**src/rtl/display_scan_mux_pkg.sv**
```systemverilog
// Shared constants, types and helpers for the four-digit display scanner.
// Imported by display_scan_mux and refresh_prescaler.
package display_scan_mux_pkg;

    localparam int NUM_DIGITS = 4;
    localparam int SLOT_W     = 2;
    localparam int DIGIT_W    = 4;
    localparam int FRAME_W    = NUM_DIGITS * DIGIT_W;
    localparam int PRE_W      = 16;

    localparam logic [NUM_DIGITS-1:0] AN_BLANK = 4'b1111;

    typedef logic [SLOT_W-1:0]     slot_t;
    typedef logic [DIGIT_W-1:0]    digit_t;
    typedef logic [NUM_DIGITS-1:0] an_t;
    typedef logic [FRAME_W-1:0]    frame_t;
    typedef logic [PRE_W-1:0]      pre_t;

    // Nibble k of a four-digit frame, digit 0 in the low bits.
    function automatic digit_t nibble_of(frame_t f, slot_t k);
        return f[k*DIGIT_W +: DIGIT_W];
    endfunction

    // True when digit k and every digit to its left are zero.
    // A-F nibbles are non-zero bit patterns, so they keep a digit lit.
    function automatic logic upper_zero(frame_t f, slot_t k);
        frame_t shifted;
        shifted = f >> (int'(k) * DIGIT_W);
        return (shifted == '0);
    endfunction

    // Active-low one-hot anode pattern for slot k.
    function automatic an_t anode_of(slot_t k);
        an_t a;
        a    = AN_BLANK;
        a[k] = 1'b0;
        return a;
    endfunction

endpackage

```
**src/rtl/display_scan_mux_refresh_prescaler.sv**
```systemverilog
// Refresh prescaler: free-running 0..REFRESH_DIV-1 counter, frozen when idle.
// Ports: clk, rst (sync, active-high), enable, tick (last count while enabled).
module refresh_prescaler
    import display_scan_mux_pkg::*;
#(
    parameter int unsigned REFRESH_DIV = 50000
) (
    input  logic clk,
    input  logic rst,
    input  logic enable,
    output logic tick
);

    localparam pre_t LAST = pre_t'(REFRESH_DIV - 1);

    pre_t count;
    logic at_last;

    assign at_last = (count == LAST);

    always_ff @(posedge clk) begin
        if (rst) begin
            count <= '0;
        end else if (enable) begin
            count <= at_last ? '0 : count + pre_t'(1);
        end
    end

    // Combinational so the slot advances on the same edge the count wraps.
    assign tick = enable && at_last;

endmodule

```
**src/rtl/display_scan_mux.sv**
```systemverilog
// Four-digit multiplexed display scanner with double-buffered digits,
// leading-zero blanking and a frame pulse.
// Ports: clk, rst (sync, active-high), enable, load, digits_in[15:0],
//        blank_lz -> digit_out[3:0], an_out[3:0] (active-low), frame_tick.
module display_scan_mux
    import display_scan_mux_pkg::*;
#(
    parameter int unsigned REFRESH_DIV = 50000
) (
    input  logic        clk,
    input  logic        rst,
    input  logic        enable,
    input  logic        load,
    input  logic [15:0] digits_in,
    input  logic        blank_lz,
    output logic [3:0]  digit_out,
    output logic [3:0]  an_out,
    output logic        frame_tick
);

    logic   tick;
    logic   boundary;
    slot_t  slot;
    frame_t pending;
    frame_t pending_next;
    logic   pending_valid;
    logic   valid_next;
    frame_t active;
    frame_t active_next;
    an_t    lit;

    refresh_prescaler #(
        .REFRESH_DIV (REFRESH_DIV)
    ) u_prescaler (
        .clk    (clk),
        .rst    (rst),
        .enable (enable),
        .tick   (tick)
    );

    assign boundary = tick && (slot == slot_t'(NUM_DIGITS - 1));

    // Buffer update. A load landing on the boundary edge bypasses pending
    // so it is visible from the very next frame's slot 0.
    always_comb begin
        pending_next = pending;
        valid_next   = pending_valid;
        active_next  = active;
        if (boundary) begin
            if (load) begin
                active_next = digits_in;
            end else if (pending_valid) begin
                active_next = pending;
            end
            valid_next = 1'b0;
        end else if (load) begin
            pending_next = digits_in;
            valid_next   = 1'b1;
        end
    end

    // Anode pattern for the current slot; digit 0 is never suppressed.
    always_comb begin
        lit = anode_of(slot);
        if (blank_lz && (slot != '0) && upper_zero(active, slot)) begin
            lit = AN_BLANK;
        end
    end

    always_ff @(posedge clk) begin
        if (rst) begin
            slot          <= '0;
            pending       <= '0;
            pending_valid <= 1'b0;
            active        <= '0;
            digit_out     <= '0;
            an_out        <= AN_BLANK;
            frame_tick    <= 1'b0;
        end else begin
            if (tick) begin
                slot <= slot + slot_t'(1);
            end
            pending       <= pending_next;
            pending_valid <= valid_next;
            active        <= active_next;
            frame_tick    <= boundary;
            // Outputs sample slot/active before this edge's update.
            if (enable) begin
                digit_out <= nibble_of(active, slot);
                an_out    <= lit;
            end else begin
                an_out    <= AN_BLANK;
            end
        end
    end

endmodule
```
**config.mk**
```make
export PLATFORM = sky130hd
export DESIGN_NAME = display_scan_mux
export DESIGN_NICKNAME = d
export VERILOG_FILES = /design/src/rtl/display_scan_mux_pkg.sv /design/src/rtl/display_scan_mux_refresh_prescaler.sv /design/src/rtl/display_scan_mux.sv
export SDC_FILE = /design/constraint.sdc
export NUM_CORES = 1
export LEC_CHECK = 0
export BUFFER_PORTS_ARGS = -buffer_cell sky130_fd_sc_hd__buf_2
export CAP_MARGIN = 20
export CORE_UTILIZATION = 40
export CTS_CLUSTER_SIZE = 40
export DETAILED_ROUTE_END_ITERATION = 16
export GPL_TIMING_DRIVEN = 1
export PLACE_DENSITY = 0.64
export SETUP_SLACK_MARGIN = 0.05
export SYNTH_ARGS = -nofsm -noshare
export SYNTH_HDL_FRONTEND = slang
export SYNTH_SLANG_ARGS = --single-unit
```
**constraint.sdc**
```tcl
create_clock -name clk -period 1.8 [get_ports clk]
set_clock_uncertainty 0.05 [all_clocks]
set_input_delay 0.36 -clock clk [delete_from_list [all_inputs] [get_ports clk]]
set_output_delay 0.36 -clock clk [all_outputs]
set_load 0.01 [all_outputs]
```
Yosys cells after proc, flatten, opt, wreduce, memory -nomap -nowiden
Index checks and enable logic that the tools add are counted.
Widths: inputs -> output; s select.

word-level totals
  register bits = 60
  output and inout port bits = 9
  bits of input ports = 21
  logic and storage cells = 36

operators by class
  $add $sub $neg = 2
  order comparisons = 2
  equal/unequal tests = 2
  reduce and logical (&&, ||, !) cells = 12
  muxes and demuxes = 5
  shifts and indexed selects = 2
  bitwise operators = 3

operators with widths
  kind                   number
  $mux 16                3
  $add 16x1->16 const B  1
  $eq 16x16->1 const B   1
  $logic_not 16->1       1
  $shiftx 16x5->4        1
  $shr 16x4->16          1
  $logic_and 1x1->1      5
  $not 4->4              1
  $reduce_and 2->1       2
  $reduce_bool 2->1      2
  $lt 2x3->1 const B     1
  $reduce_or 3->1        1
  $add 2x1->2 const B    1
  $demux 1 s2            1
  $eq 2x2->1 const B     1
  $ge 2x1->1 const B     1
  $not 1->1              2
  $reduce_or 2->1        1
  $mux 1                 1

Longest topological paths before layout
Gate-level depths: netlist (run 1).

  depth in word-level cells = 5
  gate-level depth with buffers = 7
  mapped depth without buffers = 6

By module
Synthesis (run 1) repeated with hierarchy kept, for this count alone.

second synthesis, totals
  cell total of the unflattened synthesis = 282
  area, all modules = 2603.7 um2

modules (own cells, without submodules)
  module             instances  area each (um2)  cells an instance  sequential area each (um2)
  display_scan_mux   1          1845.5           198                880.8
  refresh_prescaler  1          758.2            84                 320.3

Worst setup path after synthesis (run 1)
Ideal clock, no wire load.

  path kind = reg-to-reg
  start point = register slot[0]
  end point = register an_out[3]
  data arrival time = 1.624 ns
  path slack = 0.063 ns
  data required time = 1.687 ns
  period minus slack after synthesis = 1.737 ns
  setup time = 0.063 ns
  stages on the path, launching flop included = 6
  path buffers = 1
  path through = dfxtp_1 > buf_6 > mux4_2 > or2_1 > a2111o_1 > nand3_1

on the way
  word-level cells in the longest chain between the ends = 5
  elaborated cells between the ends (all ways) = 12
  those cells by class = order compare (2); shift (1); mux (2); bitwise (1); reduce/logical (6)

RTL lines
  what                                                                   RTL line                RTL
  start: declaration                                                     display_scan_mux.sv:23  slot_t slot;
  start signal: assignment                                               display_scan_mux.sv:81  slot <= slot + slot_t'(1);
  parallel branches: the longest is 5 deep, another holds $shr 16x4->16  -
  end signal: assignment                                                 display_scan_mux.sv:90  an_out <= lit;
  end: declaration                                                       display_scan_mux.sv:17  output logic [3:0] an_out,

Parallel ways; which one is timed is not known.
A chain may end at the register's enable or synchronous reset.

Final worst setup path (run 1)
  start point = register slot[0]
  end point = register an_out[0]

Same word-level chain as after synthesis.

==> metrics.csv, run 1 <==
stage,metric,value,unit
layout,stdcell_area,3650,um^2
yosys,synthArstFlopShare,0,%
yosys,ys.flop_type,dfxtp_1,
yosys,syn_area,3000,um^2
place,placedInstanceArea,3360,um^2
layout,drive_gt1_share,33.1,%
timing,max_slew_margin,72.0,%
floorplan,core_area,7250,um^2
pwr,p_seq_share,50.6,%
global_route,grt_pass1_vias,2276,
global_route,grt_usage,17.5,%
timing,finalSetupViolCount,0,
clock_tree,clk_latency,0.34,ns
clock_tree,cts_tree,done,
critical_path,required,2.02,ns
floorplan,dieArea,7840,um^2
place,gp_congestion,0.779,
global_route,antenna_found_initial,0,
yosys,synth_area_leaders,"dfxtp_1 40%, mux2i_1 7.0%, nand2b_1 6.9%",
layout,final_cell_mix,"50 x dfxtp_1, 33 x nand2b_1, 29 x buf_2",
yosys,netlist_instances,305,
critical_path,cp-start-kind,flop,
yosys,syn_nets,331,
run_status,status,"complete, no violations",
pwr,pwr-share-comb,8.1,%
layout,postLayoutCoreUtil,50.3,%
drt,firstDrtPassIters,4,
yosys,yosys.area_share.adder,2.09,%
layout,final_common_cell,dfxtp_1,
place,portBuffers,29,
floorplan,die_w,88.6,um
pwr,p_clk_share,41.4,%
drt,drc_errors,0,
pwr,p_int,2.08,mW
yosys,synth_area_leader_cell,dfxtp_1,
pwr,power,2.72,mW
place,dp_hpwl,4470,um
yosys,synth_edf_count,0,
layout,fill_cells,698,
yosys,yosys.area_share.simple,26.2,%
timing,setup_ws,0.111,ns
yosys,ys_warn_count,0,
critical_path,endpoint_kind,flop,
yosys,synth_seq_cells,60,
drt,num_vias,2343,
timing,rsz0062_at_grt,true,
critical_path,rrSetupSlack,0.11,ns
floorplan,io_pins,30,
yosys,synth_compound_area_share,6.80,%
drt,post_drt_wl_per_cell,14.0,um
yosys,synth_top_area_share,40.1,%
clock_tree,cts_buffer_depth,2,
drt,routed_wl,6350,um
drt,drt-vias-per-instance,5.15,
global_route,overflow,0,
global_route,grt_max_degree,38,
floorplan,start_util,41.3,%
floorplan,rows,31,
pwr,powerDensity,744,nW/um^2
clock_tree,cts_root_buf,clkbuf_8,
timing,maxSlewViolCount,0,
timing,worst_pin_slew,0.420,ns
pwr,power_switching,635,uW
layout,multiInputGateArea,1720,um^2
critical_path,rr_worst_depth,4,
yosys,synth_top_family_by_area,simple AND/OR/NAND/NOR gates,
yosys,yosysSeqAreaShare,40.1,%
clock_tree,cts.sinks,60,
clock_tree,cts_made_buffers,9,
yosys,synthXorXnorAreaFrac,3.51,%
timing,fin_crit_sh,93.9,%
timing,layout_min_cycle_time,1.69,ns
critical_path,worst-path-max-fanout,6,
flow_run,drv_cap,0,
place,place_ws,-0.0110,ns
timing,max_freq,0.592,GHz
yosys,synth.distinct_cells,47,
global_route,grt_pass1_wl,10500,um
hold_path,hold_class,input port to flop,
floorplan,die_h,88.6,um
hold_path,hold_path_depth,3,
clock_tree,clkTransAtPathRegs,0.07,ns
pwr,swShare,23.4,%
layout,num_antenna_cells,0,
drt,drt_iter0_markers,73,
critical_path,worstPathArrival,1.91,ns
yosys,synth_mux_area_share,16.3,%
drt,ant_nets,0,
layout,layout.nets,377,
pwr,vdd_drop_max,486,uV
timing,hold_viol,0,
layout,areaGrowthSynthToFinish,21.8,%
clock_tree,htreeDepth,3,
critical_path,worstSetupPathType,flop to flop,
pwr,p_leak,1.42,nW
yosys,syn_area_per_cell,9.83,um^2
layout,seqCellArea,1220,um^2
## layer usage
| layer | routed length [um] | global-route usage, % | vias to the layer above | part of all wire [%] |
|---|---|---|---|---|
| li1 | - | - | 1205 | - |
| met1 | 3040 | 21.7 | 1106 | 48 |
| met2 | 3070 | 29.0 | 25 | 48 |
| met3 | 174 | 4.66 | 7 | 2.7 |
| met4 | 68 | 7.04 | 0 | 1.1 |
| met5 | 0 | 0 | - | 0 |
## cells in the mapped netlist (all sizes together), types with 5 or more instances
library cell / number
nand3: 8
nor3: 19
nor4: 20
mux2i: 21
clkbuf: 13
nor2: 20
nand2b: 33
mux2: 16
xor2: 5
dfxtp: 60
ha: 5
buf: 11
a31oi: 16
nand2: 8
a21oi: 5
xnor2: 7
## path summary, 6_finish.rpt
check / from / end
max reg2reg: slot[0]$_SDFFE_PP0P_ / an_out[0]$_SDFF_PP1_
max: slot[0]$_SDFFE_PP0P_ / an_out[0]$_SDFF_PP1_
min reg2reg: pending[6]$_SDFFE_PP0P_ / pending[6]$_SDFFE_PP0P_
min: digits_in[6] / pending[6]$_SDFFE_PP0P_
## sequential cells by signal (all words and copies together), names as in the netlist
| name | cells |
|---|---|
| active | 16 |
| pending | 16 |
| u_prescaler.count | 16 |
| an_out | 4 |
| digit_out | 4 |
| slot | 2 |
| frame_tick | 1 |
| pending_valid | 1 |
## kinds of logic (layout without fill, tap and decap cells)
logic type      count (synthesis)  after routing
compound gates                 31             31
xor+xnor                       12             12
buf+inv                        28             79
mux                            41             41
fa+ha+maj                       5              5
simple gates                  128            128
flops                          60             60
## worst max-delay path, cell delays in order (launching register included)
cell and delay [ns]:
dfxtp_4 0.39, mux4_2 0.51, or2_1 0.24, a2111o_1 0.34, nand3_1 0.10
## metrics by stage
step / setup TNS, ns / hold WS [ns] / cells
final: 0 / 0.234 / 455
after global routing: 0 / 0.246 / 455
after CTS: 0 / 0.223 / 455
after detailed placement: -0.0371 / 0.417 / 438
after global placement: 0 / 0.406 / 438
after floorplan: 0 / 0.396 / 305
## power groups by stage
| stage | combinational, mW | sequential (mW) | clock (mW) |
|---|---|---|---|
| 6_report | 0.219 | 1.37 | 1.12 |
| 4_1_cts | 0.215 | 1.37 | 1.15 |
| 3_3_place_gp | 0.205 | 1.40 | 0 |
| 3_5_place_dp | 0.211 | 1.40 | 0 |
| 5_1_grt | 0.240 | 1.38 | 1.20 |
| 2_1_floorplan | 0.145 | 1.40 | 0 |
## final cells by class
type | count | area share [%]
inverter | 4 | 0.411
tap | 99 | 3.39
clock buffer | 15 | 4.83
sequential | 60 | 33.3
multi-input combinational | 217 | 47.1
timing repair buffer | 59 | 10.8
clock inverter | 1 | 0.137
## timing repair
| action | 4_1_cts | 5_1_grt |
|---|---|---|
| hold buffers | 0 | 0 |
| endpoints found under the hold margin | 0 | 0 |
| endpoints found under the setup margin | 22 | 40 |
| setup buffers | 1 | 0 |
| pin swaps | 0 | 3 |
| gates resized for setup | 5 | 21 |
Note: power is estimated with default switching activity, not from simulation.
==> run 2, diff against run 1 <==
--- a/config.mk
+++ b/config.mk
@@ -5,8 +5,10 @@
 export SDC_FILE = /design/constraint.sdc
 export NUM_CORES = 1
 export LEC_CHECK = 0
+export ABC_AREA = 1
 export BUFFER_PORTS_ARGS = -buffer_cell sky130_fd_sc_hd__buf_2
 export CAP_MARGIN = 20
+export CORE_ASPECT_RATIO = 1.5
 export CORE_UTILIZATION = 40
 export CTS_CLUSTER_SIZE = 40
 export DETAILED_ROUTE_END_ITERATION = 16
==> run 2 against run 1 <==
Against the previous run:
- global-route usage is 1.2 points higher
- die area increased by 5.8%
- power grew 29%
- critical path depth up 6
==> metrics.csv, run 2 <==
stage,metric,value,unit,change
global_route,grt_pass1_vias,2696,,+18%
critical_path,worst-path-max-fanout,8,,+2
critical_path,critPathBufInv,2,,+2
yosys,synth.distinct_cells,31,,-34%
floorplan,start_util,41.4,%,+0.10 points
yosys,netlist_instances,468,,+53%
place,portBuffers,29,,unchanged
hold_path,hold_path_depth,2,,-1
critical_path,worstSetupPathType,flop to flop,,
critical_path,rr_worst_depth,10,,+6
clock_tree,cts_made_buffers,9,,unchanged
yosys,syn_area,3170,um^2,+5.9%
critical_path,r2r_end,active[8]$_SDFFE_PP0P_,,
yosys,synth_area_leaders,"dfxtp_1 38%, nand2_1 13%, nor2_1 7.4%",,
clock_tree,cts_root_buf,clkbuf_16,,
clock_tree,cts_tree,done,,
run_status,status,"complete, no violations",,
critical_path,endpoint_kind,flop,,
timing,max_freq,0.619,GHz,+4.5%
pwr,p_leak,1.64,nW,+16%
timing,worst_pin_slew,0.438,ns,+0.0181 ns
critical_path,timing.rr.start,u_prescaler.count[0]$_SDFFE_PP0P_,,
timing,hold_viol,0,,unchanged
critical_path,cp-start-kind,flop,,
clock_tree,clkTransAtPathRegs,0.05,ns,-0.02 ns
critical_path,required,2.03,ns,about the same
clock_tree,cts_buffer_depth,2,,unchanged
hold_path,min_from,rst,,
drt,drt-vias-per-instance,4.86,,-5.7%
global_route,antenna_found_initial,0,,unchanged
layout,final_cell_mix,"107 x nand2_1, 62 x nor2_1, 58 x dfxtp_1",,
timing,setup_tns,0,ns,unchanged
layout,areaGrowthSynthToFinish,19.9,%,
critical_path,cp_slowest_stage_delay,0.35,ns,-0.16 ns
floorplan,rows,39,,+26%
drt,ant_nets,0,,unchanged
yosys,syn_area_per_cell,6.78,um^2,-31%
drt,drc_errors,0,,unchanged
clock_tree,cts.sinks,60,,unchanged
yosys,synth_edf_count,0,,unchanged
global_route,grt_max_degree,40,,+5.3%
drt,num_vias,2944,,+26%
clock_tree,clk_latency,0.33,ns,about the same
pwr,power_switching,781,uW,+23%
place,placedCellCount,587,,+34%
yosys,ys_warn_count,0,,unchanged
hold_path,holdPathEnd,u_prescaler.count[13]$_SDFFE_PP0P_,,
layout,num_antenna_cells,0,,unchanged
timing,finalSetupViolCount,0,,unchanged
layout,layout.cells.non_filler,606,,+33%
drt,post_drt_wl_per_cell,11.7,um,-16%
drt,firstDrtPassIters,4,,unchanged
yosys,synth_most_common_cell,nand2_1,,
floorplan,io_pins,30,,unchanged
yosys,synth_seq_cells,60,,unchanged
place,dp_hpwl,5000,um,+12%
yosys,yosysSeqAreaShare,37.8,%,-2.2 points
critical_path,crit_top_cell,nor2_2,,
hold_path,hold_class,input port to flop,,
layout,final_common_cell,nand2_1,,
yosys,synthArstFlopShare,0,%,unchanged
timing,max_slew_margin,70.6,%,-1.4 points
floorplan,dieArea,8300,um^2,+5.8%
global_route,grt_usage,18.7,%,+1.2 points
timing,maxSlewViolCount,0,,unchanged
layout,reg.largest.list,"active x16, pending x16, u_prescaler.count x16",,
timing,rsz0062_at_grt,false,,
place,placedInstanceArea,3440,um^2,+2.3%
layout,layout.nets,525,,+39%
pwr,p_seq_share,39.6,%,-11 points
layout,stdcell_area,3810,um^2,+4.3%
timing,layout_min_cycle_time,1.62,ns,-0.0730 ns
global_route,grt_pass1_wl,11900,um,+13%
critical_path,worstPathArrival,1.84,ns,-0.07 ns
pwr,power,3.49,mW,+29%
yosys,syn_nets,494,,+49%
yosys,synth_area_leader_cell,dfxtp_1,,
pwr,vdd_drop_max,655,uV,+35%
pwr,p_clk_share,53.8,%,+12 points
pwr,p_int,2.71,mW,+30%
floorplan,die_w,74.7,um,-16%
critical_path,slowest_stage,dfxtp_2,,
yosys,synth_top_area_share,37.8,%,-2.2 points
drt,drt_iter0_markers,123,,+68%
pwr,swShare,22.4,%,-1.0 points
critical_path,rrSetupSlack,0.18,ns,+0.07 ns
layout,drive_gt1_share,19.4,%,-14 points
pwr,powerDensity,917,nW/um^2,+23%
place,gp_congestion,0.885,,+14%
global_route,overflow,0,,unchanged
floorplan,core_area,7660,um^2,+5.6%
critical_path,path_delay_family,simple AND/OR/NAND/NOR gates,,
timing,fin_crit_sh,89.8,%,-4.1 points
floorplan,die_h,111,um,+25%
flow_run,drv_cap,0,,unchanged
drt,routed_wl,7080,um,+12%
clock_tree,htreeDepth,3,,unchanged
pwr,pwr-share-comb,6.6,%,-1.5 points
yosys,ys_top_cells_by_count,"108 x nand2_1, 63 x nor2_1, 60 x dfxtp_1",,
layout,postLayoutCoreUtil,49.7,%,-0.64 points
critical_path,crit_path_cell_trace,"ha_1, nand2_1, inv_1, nand2_2, nor2_4, nand3_4, nor2_8, buf_12, nor2_2, nor2_2",,
yosys,ys.flop_type,dfxtp_1,,
==> run 2: cell count changes in the layout (fill, tap and decap cells not counted), moves of 16 or more <==
| cell | delta |
|---|---|
| nor2_1 | +42 |
| mux2i_1 | -21 |
| nand4_1 | +18 |
| o21a_1 | +16 |
| mux2_2 | -16 |
| nor2_2 | +24 |
| nand2_1 | +99 |
| a21oi_1 | +24 |
| nand2b_1 | -33 |
| nand3_1 | +32 |
| inv_1 | +40 |
==> run 2: worst max path at each step <==
stage,from,to,slack [ns],cells after the start
after floorplan,slot[1]$_SDFFE_PP0P_,pending[0]$_SDFFE_PP0P_,0.23,6
after global placement,u_prescaler.count[0]$_SDFFE_PP0P_,active[2]$_SDFFE_PP0P_,0.18,9
after detailed placement,u_prescaler.count[0]$_SDFFE_PP0P_,active[1]$_SDFFE_PP0P_,0.15,9
after CTS,u_prescaler.count[0]$_SDFFE_PP0P_,active[5]$_SDFFE_PP0P_,0.11,9
after global routing,u_prescaler.count[0]$_SDFFE_PP0P_,active[9]$_SDFFE_PP0P_,0.05,10
final,u_prescaler.count[0]$_SDFFE_PP0P_,active[8]$_SDFFE_PP0P_,0.18,10
==> run 2: worst reg2reg max path, delay by kind of cell, from the launching register on <==
| kind | cells | cell delay, ns |
|---|---|---|
| and+or+nand+nor | 7 | 0.74 |
| buffers and inverters | 2 | 0.25 |
| adders and majority gates | 1 | 0.17 |
| DFF | 1 | 0.35 |
==> run 2: metal layers <==
| metal | track usage [%] | routed length [um] | vias to the layer above |
|---|---|---|---|
| met5 | 0 | 0 | - |
| met4 | 10.2 | 202 | 0 |
| met3 | 4.09 | 220 | 16 |
| met2 | 31.5 | 3580 | 51 |
| met1 | 21.2 | 3080 | 1307 |
| li1 | - | - | 1570 |
==> run 2: final cells by class <==
class / instances / area [um^2]
Fill cell: 766 / 3850
Multi-Input combinational cell: 338 / 1680
Sequential cell: 60 / 1200
Timing Repair Buffer: 43 / 288
Clock buffer: 10 / 239
Inverter: 47 / 179
Tap cell: 102 / 128
Clock inverter: 6 / 86.3
==> run 2: kinds of logic (layout without fill, tap and decap cells) <==
kind of cell               Yosys count  after routing  share of synthesized area, %
AOI/OAI and AO/OA                   61             61                          11.1
xor gates and xnor gates             2              2                         0.552
adders and majority gates            5              5                          1.97
buffers and inverters               70            106                          9.26
DFF                                 60             60                          37.8
and+or+nand+nor                    270            270                          39.3
==> run 2: metrics by stage <==
stage	setup slack, ns	hold slack (ns)
global placement	0.175	0.407
floorplan	0.229	0.379
detailed placement	0.154	0.415
global route	0.0455	0.226
CTS	0.113	0.219
finish	0.184	0.230
==> run 2: power by group through the flow <==
stage	clock network [mW]	logic, mW	registers [mW]
floorplan	0	0.162	1.41
global placement	0	0.227	1.41
detailed placement	0	0.231	1.41
CTS	1.91	0.232	1.38
global route	1.97	0.262	1.39
finish	1.88	0.230	1.38
==> run 2: repair_timing <==
action,in CTS,in global routing
hold buffers,0,0
setup buffers,0,3
resized for setup,0,4
endpoints found under the setup margin,0,35
